[src/rtl/sram_rd_ctrl.sv]
// AHB-Lite read-only front end for a single-port synchronous SRAM with byte/half/word lane masking.
// Optional macro SRAM_RD_WAIT_EN adds one wait state and registers the read data.
module sram_rd_ctrl #(
  parameter int ADDR_W = 12
) (
  input  logic              hclk,
  input  logic              hresetn,
  input  logic              hsel,
  input  logic [1:0]        htrans,
  input  logic              hready,
  input  logic              hwrite,
  input  logic [2:0]        hsize,
  input  logic [31:0]       haddr,
  output logic [31:0]       hrdata,
  output logic              hreadyout,
  output logic [1:0]        hresp,
  output logic              sram_cen,
  output logic [ADDR_W-1:0] sram_addr,
  input  logic [31:0]       sram_rdata
);

  typedef enum logic [2:0] {IDLE, READ, WAIT, ERR1, ERR2} state_t;

  state_t      r_state;
  state_t      w_next;
  logic [1:0]  r_size;
  logic [1:0]  r_off;
  logic        w_accept;
  logic        w_misalign;
  logic        w_rd_ok;
  logic        w_unused;

  function automatic logic [31:0] lane_mask(input logic [31:0] d,
                                            input logic [1:0]  sz,
                                            input logic [1:0]  off);
    logic [31:0] m;
    case (sz)
      2'b00:   m = 32'h0000_00FF << {off, 3'b000};
      2'b01:   m = off[1] ? 32'hFFFF_0000 : 32'h0000_FFFF;
      default: m = 32'hFFFF_FFFF;
    endcase
    return d & m;
  endfunction

  assign hreadyout  = !(r_state == ERR1 || r_state == WAIT);
  assign w_accept   = hsel & htrans[1] & hready & !hwrite & hreadyout;
  assign w_misalign = (hsize == 3'b001 && haddr[0]) ||
                      (hsize == 3'b010 && haddr[1:0] != 2'b00) ||
                      (hsize > 3'b010);
  assign w_rd_ok    = w_accept & !w_misalign;
  assign sram_cen   = !(w_rd_ok & hresetn);
  assign sram_addr  = haddr[ADDR_W+1:2];
  assign w_unused   = &{1'b0, haddr[31:ADDR_W+2], htrans[0]};

  always_ff @(posedge hclk) begin
    if (!hresetn) begin
      r_state <= IDLE;
      r_size  <= 2'b00;
      r_off   <= 2'b00;
    end else begin
      r_state <= w_next;
      if (w_rd_ok) begin
        r_size <= hsize[1:0];
        r_off  <= haddr[1:0];
      end
    end
  end

`ifdef SRAM_RD_WAIT_EN
  logic [31:0] r_rdata;

  // WAIT is the cycle the SRAM output is valid; capture it so READ can present it.
  always_ff @(posedge hclk) begin
    if (!hresetn) begin
      r_rdata <= 32'h0;
    end else if (r_state == WAIT) begin
      r_rdata <= lane_mask(sram_rdata, r_size, r_off);
    end
  end
`endif

  always_comb begin
    w_next = IDLE;
    hresp  = 2'b00;
    hrdata = 32'h0;
    case (r_state)
      ERR1: begin
        hresp  = 2'b01;
        w_next = ERR2;
      end
`ifdef SRAM_RD_WAIT_EN
      WAIT: w_next = READ;
`endif
      default: begin
        if (r_state == ERR2) hresp = 2'b01;
        if (r_state == READ) begin
`ifdef SRAM_RD_WAIT_EN
          hrdata = r_rdata;
`else
          hrdata = lane_mask(sram_rdata, r_size, r_off);
`endif
        end
        if (w_accept) begin
          if (w_misalign) begin
            w_next = ERR1;
          end else begin
`ifdef SRAM_RD_WAIT_EN
            w_next = WAIT;
`else
            w_next = READ;
`endif
          end
        end
      end
    endcase
  end

endmodule

[config.mk]
export PLATFORM = sky130hd
export DESIGN_NAME = sram_rd_ctrl
export DESIGN_NICKNAME = d
export VERILOG_FILES = /design/src/rtl/sram_rd_ctrl.sv
export SDC_FILE = /design/constraint.sdc
export NUM_CORES = 1
export LEC_CHECK = 0
export ABC_AREA = 1
export BUFFER_PORTS_ARGS = -buffer_cell sky130_fd_sc_hd__buf_2
export CAP_MARGIN = 30
export CORE_ASPECT_RATIO = 1.5
export CORE_MARGIN = 2
export CORE_UTILIZATION = 30
export CTS_CLUSTER_DIAMETER = 50
export CTS_CLUSTER_SIZE = 30
export DETAILED_ROUTE_END_ITERATION = 12
export PLACE_DENSITY_LB_ADDON = 0.08
export RECOVER_POWER = 100
export SETUP_SLACK_MARGIN = 0.3
export SYNTH_ARGS = -nofsm -noshare
export SYNTH_HDL_FRONTEND = slang
export SYNTH_SLANG_ARGS = --single-unit
[constraint.sdc]
create_clock -name hclk -period 1.5 [get_ports hclk]
set_clock_uncertainty 0.2 [all_clocks]
set_input_delay 0.15 -clock hclk [delete_from_list [all_inputs] [get_ports hclk]]
set_output_delay 0.15 -clock hclk [all_outputs]
set_load 0.05 [all_outputs]
# ---- Word level (Yosys, flattened, before mapping)
# Cells that the tools add are included.
dict set report word_totals {
  wordCells 45
  output_inout_bits 48
  reg_bits 7
  input_bits 74
}
dict set report op_classes {
  n_bitwise 9
  reduce_logical 12
  n_mux 11
  order_cmp 1
  n_shift 1
  eq_ne 7
}
# cell n
set op_table {}
lappend op_table {{$mux 32} 5}
lappend op_table {{$pmux 32 s2} 1}
lappend op_table {{$and 32x32->32} 1}
lappend op_table {{$shl 8x5->32 const A} 1}
lappend op_table {{$eq 3x2->1 const B} 3}
lappend op_table {{$and 1x1->1} 6}
lappend op_table {{$eq 3x1->1 const B} 2}
lappend op_table {{$logic_not 1->1} 4}
lappend op_table {{$mux 2} 2}
lappend op_table {{$eq 3x3->1 const B} 1}
lappend op_table {{$gt 3x2->1 const B} 1}
lappend op_table {{$logic_or 1x1->1} 3}
lappend op_table {{$mux 3} 1}
lappend op_table {{$reduce_or 3->1} 1}
lappend op_table {{$eq 2x1->1 const B} 1}
lappend op_table {{$logic_and 1x1->1} 2}
lappend op_table {{$logic_not 2->1} 1}
lappend op_table {{$mux 1} 2}
lappend op_table {{$not 1->1} 2}
lappend op_table {{$reduce_bool 2->1} 1}

# ---- Logic depth before layout (Yosys ltp)
dict set report logic_depth {
  depth_word 8
  mapped_depth 7
  depth_no_buf 7
}

# ---- Worst setup path before layout
# Ideal clock, no wire load.
dict set report synth_timing {
  kind {flip-flop to output port}
  from {register r_state[1]}
  to {output hrdata[0]}
  arrival_time_ns 1.819
  path_stages_with_launch 4
  path_buffers 1
  slack_ns -0.669
  t_required_ns 1.150
  cell_sequence {dfxtp_1 nand3b_4 buf_6 nor3b_1}
}
dict set report synth_via {
  elab_chain_cells 3
  word_cells_on_any_way 4
  cone_classes {eq/ne: 2; mux: 2}
}
# element line_no
set synth_rtl {}
lappend synth_rtl {{from (decl)} 24} ;# state_t r_state;
lappend synth_rtl {{from (signal assigned)} 61} ;# r_state <= w_next;
lappend synth_rtl {{$eq 3x1->1} 96} ;# if (r_state == READ) begin
lappend synth_rtl {{$mux 32} 96}
lappend synth_rtl {{$mux 32 (*)} 86} ;# case (r_state)
lappend synth_rtl {{to (decl)} 14} ;# output logic [31:0] hrdata,
# Mark *: on every way between the ends. The rest lies on a longest branch, timed or not.

# ---- Final worst setup path
dict set report layout_timing {
  from {register r_off[0]}
  to {output hrdata[28]}
}
dict set report layout_via {
  elab_chain_cells 7
}
# element line_no
set layout_rtl {}
lappend layout_rtl {{from (decl)} 27} ;# logic [1:0] r_off;
lappend layout_rtl {{from (signal assigned)} 64} ;# r_off <= haddr[1:0];
lappend layout_rtl {{$shl 8x5->32} 38} ;# 2'b00: m = 32'h0000_00FF << {off, 3'b000};
lappend layout_rtl {{$pmux 32 s2} 37} ;# case (sz)
lappend layout_rtl {{$mux 32} 96}
lappend layout_rtl {{$mux 32} 86}
lappend layout_rtl {{$and 32x32->32} 42} ;# return d & m;
lappend layout_rtl {{$mux 32} 96}
lappend layout_rtl {{$mux 32} 86}
# No other way between the ends. The select of a mux whose other input is x is not followed.

==> impl_metrics.yaml <==
timing:
  holdWs_ns: 0.0276
  final.setup.tns_ns: -6.19
  period_share_pct: 115
  slew_viol_final: 0
  finalSetupViolCount: 33
  worst_slack_ns: -0.221
  hold_viol: 0
  finalCriticalPeriod_ns: 1.72
  fmax_mhz: 581
  grt_setup_unrepaired: "yes"
logic_synthesis:
  synth_flop_cell: "dfxtp_1"
  syn_nets: 187
  yosysTopAreaCell: "nor3b_1"
  ys_seq_area_share_pct: 16.8
  synthTopCellsByCount: "nor3b_1, nand2_1, buf_4"
  yosys.cell_types.count: 19
  syn_inst: 113
  synth_edf_count: 0
  synthTopCellsByArea: "nor3b_1, dfxtp_1, buf_4, a21oi_4, nand2_1"
  async_reset_ff_share_pct: 0
  syn_area_um2: 836
  yosys_warnings: 0
  yosysTopAreaCellShare_pct: 27.8
  yosysMostFrequentCell: "nor3b_1"
  synth_area_per_cell_um2: 7.40
  synth_seq_cells: 7
clock_tree:
  clkTransAtPathRegs_ns: 0.04
  htreeDepth: 1
  numCtsBuffers: 3
  worstSkewPairLatency_ns: 0.22
  clock_sinks: 7
  clk_path_buf_depth: 2
  cts_tree: "yes"
  cts_root_buf: "clkbuf_8"
routing:
  ant_nets: 0
  drt-vias-per-instance: 4.66
  via_count: 1096
  drc: 0
  wl_per_cell_um: 13.8
  drt_first_iter_violations: 11
  drt_wl_total_um: 3250
  drtPass1Iterations: 3
worst_setup_path:
  r2r_start: "r_state[2]"
  cp_slowest_stage_delay_ns: 0.36
  crit_chain: "or2_4 -> a21oi_4 -> buf_12 -> nor3b_4 -> buf_6"
  path_class: "reg -> out"
  r2r-end: "r_off[0]"
  crit_path_top_delay_cell: "dfxtp_2"
  critPathMaxFanout: 8
  crit_required_ns: 1.15
  r2r_setup_slack_ns: 0.04
  crit_arrival_ns: 1.37
  r2r.worst_path.cells: 10
  endpoint_kind: "output pin"
  start_kind: "flop"
pwr:
  powerDensity_nw_per_um2: 325
  ir_worst_vdd_v: 0.000486
  p_leak_nw: 1.05
hold_path:
  hold_end: "r_state[0]"
  min_from: "hresetn"
  whs_path_depth: 3
  hp-class: "in -> reg"
grt:
  grt_pass1_vias: 1098
  grt_usage_pct: 18.5
  grt_remaining_overflow: 0
  antenna_found_initial: 0
  grt_max_degree: 25
  grt_first_pass_wirelength_um: 4420
floorplanning:
  num_io_pins: 122
  die_area_um2: 3230
  core_um2: 2680
  die_w_um: 47.1
  start_util_pct: 31.2
  die_h_um: 68.6
  rows: 23
job:
  cap_violations: 0
cells_and_area:
  area_delta_synth_final_pct: 148
  multi_input_area_um2: 916
  drive_above_1_share_pct: 77.8
  nNetsFinal: 273
  seq_area_um2: 150
  final_util_pct: 77.3
  num-fill-cells: 176
  antenna_cells: 0
  stdcell_area_um2: 2070
  instances_no_fill: 235
outcome:
  violations: "setup timing"
  outcome: "finished, violations left"
placement:
  place_hpwl_um: 2150
  place_inst: 223
  port_buffers: 77
  gp_congestion: 0.608
  post_dp_cell_area_um2: 1630
==> cell type report <==
cell class / count / area share [%]
multi-input combinational: 77 / 44.3
sequential: 7 / 7.26
timing repair buffer: 97 / 41.7
inverter: 13 / 2.36
tap: 37 / 2.24
clock buffer: 4 / 2.18
==> kinds of logic (layout without fill, tap and decap cells) <==
kind of cell	after synthesis	in the layout	synth area share, %
other	1	1	0.449
buffers and inverters	29	114	21.6
flip-flops	7	7	16.8
AND/OR/NAND/NOR	72	72	53.4
AO/OA/AOI/OAI	4	4	7.78
==> flip-flops by register name (all words and copies together) (netlist names) <==
name	flops
r_state	3
r_off	2
r_size	2
==> power by group <==
part	leakage, nW	switching, mW	internal (mW)
clock	0.0228	0.0766	0.183
sequential	0.0598	0.00315	0.188
combinational	0.972	0.102	0.120
==> timing repair <==
action                                  4_1_cts  5_1_grt
setup buffers                                 2        2
hold endpoints to repair                      2        0
endpoints found under the setup margin       40       41
resized for setup                            82       11
cloned                                        0        1
pin swaps                                    19        7
hold buffers                                  3        0
==> how the worst max path moves through the flow <==
stage	from	end	slack, ns	depth (start not counted)
after floorplan	r_state[1]	hrdata[0]	-0.07	3
after global placement	r_off[0]	hrdata[16]	-0.14	4
after detailed placement	r_off[0]	hrdata[1]	-0.20	4
after CTS	r_size[0]	hrdata[8]	-0.21	5
after global routing	r_state[2]	hrdata[4]	-0.28	5
final	r_off[0]	hrdata[28]	-0.22	5
==> placed cells by master (no fill, tap or decap) <==
| master | instances |
|---|---|
| a21oi_4 | 4 |
| buf_12 | 4 |
| buf_16 | 1 |
| buf_2 | 41 |
| buf_4 | 9 |
| buf_6 | 35 |
| buf_8 | 2 |
| clkbuf_1 | 2 |
| clkbuf_16 | 1 |
| clkbuf_8 | 3 |
| conb_1 | 1 |
| dfxtp_1 | 1 |
| dfxtp_2 | 5 |
| dfxtp_4 | 1 |
| dlygate4sd3_1 | 3 |
| inv_1 | 10 |
| inv_2 | 3 |
| nand2_1 | 11 |
| nand2_2 | 4 |
| nand2_4 | 3 |
| nand3_2 | 1 |
| nand3b_1 | 1 |
| nand3b_4 | 1 |
| nand4_1 | 4 |
| nor2_1 | 11 |
| nor2_4 | 3 |
| nor3b_4 | 32 |
| or2_4 | 1 |
==> metal layers <==
layer  share of wire, %  vias to the layer above  global-route usage [%]  wire [um]
met1                 30                      505                    15.5        981
met5                  0                        -                       0          0
met3                6.2                        0                    4.95        203
li1                   -                      529                       -          -
met2                 64                       62                    39.7       2060
met4                  0                        0                    3.13          0
==> stage by stage <==
step / power, mW / worst slack [ns]
2_1_floorplan: 0.397 / -0.0703
3_3_place_gp: 0.380 / -0.137
3_5_place_dp: 0.385 / -0.196
4_1_cts: 0.664 / -0.207
5_1_grt: 0.703 / -0.277
6_report: 0.673 / -0.221
==> critical path: cells and delay by family (launching register included) <==
kind / cells / cell delay (ns)
flip-flops: 1 / 0.36
buffers and inverters: 2 / 0.35
AO/OA/AOI/OAI: 1 / 0.06
AND/OR/NAND/NOR: 2 / 0.38
(Power assumes the default switching activity.)
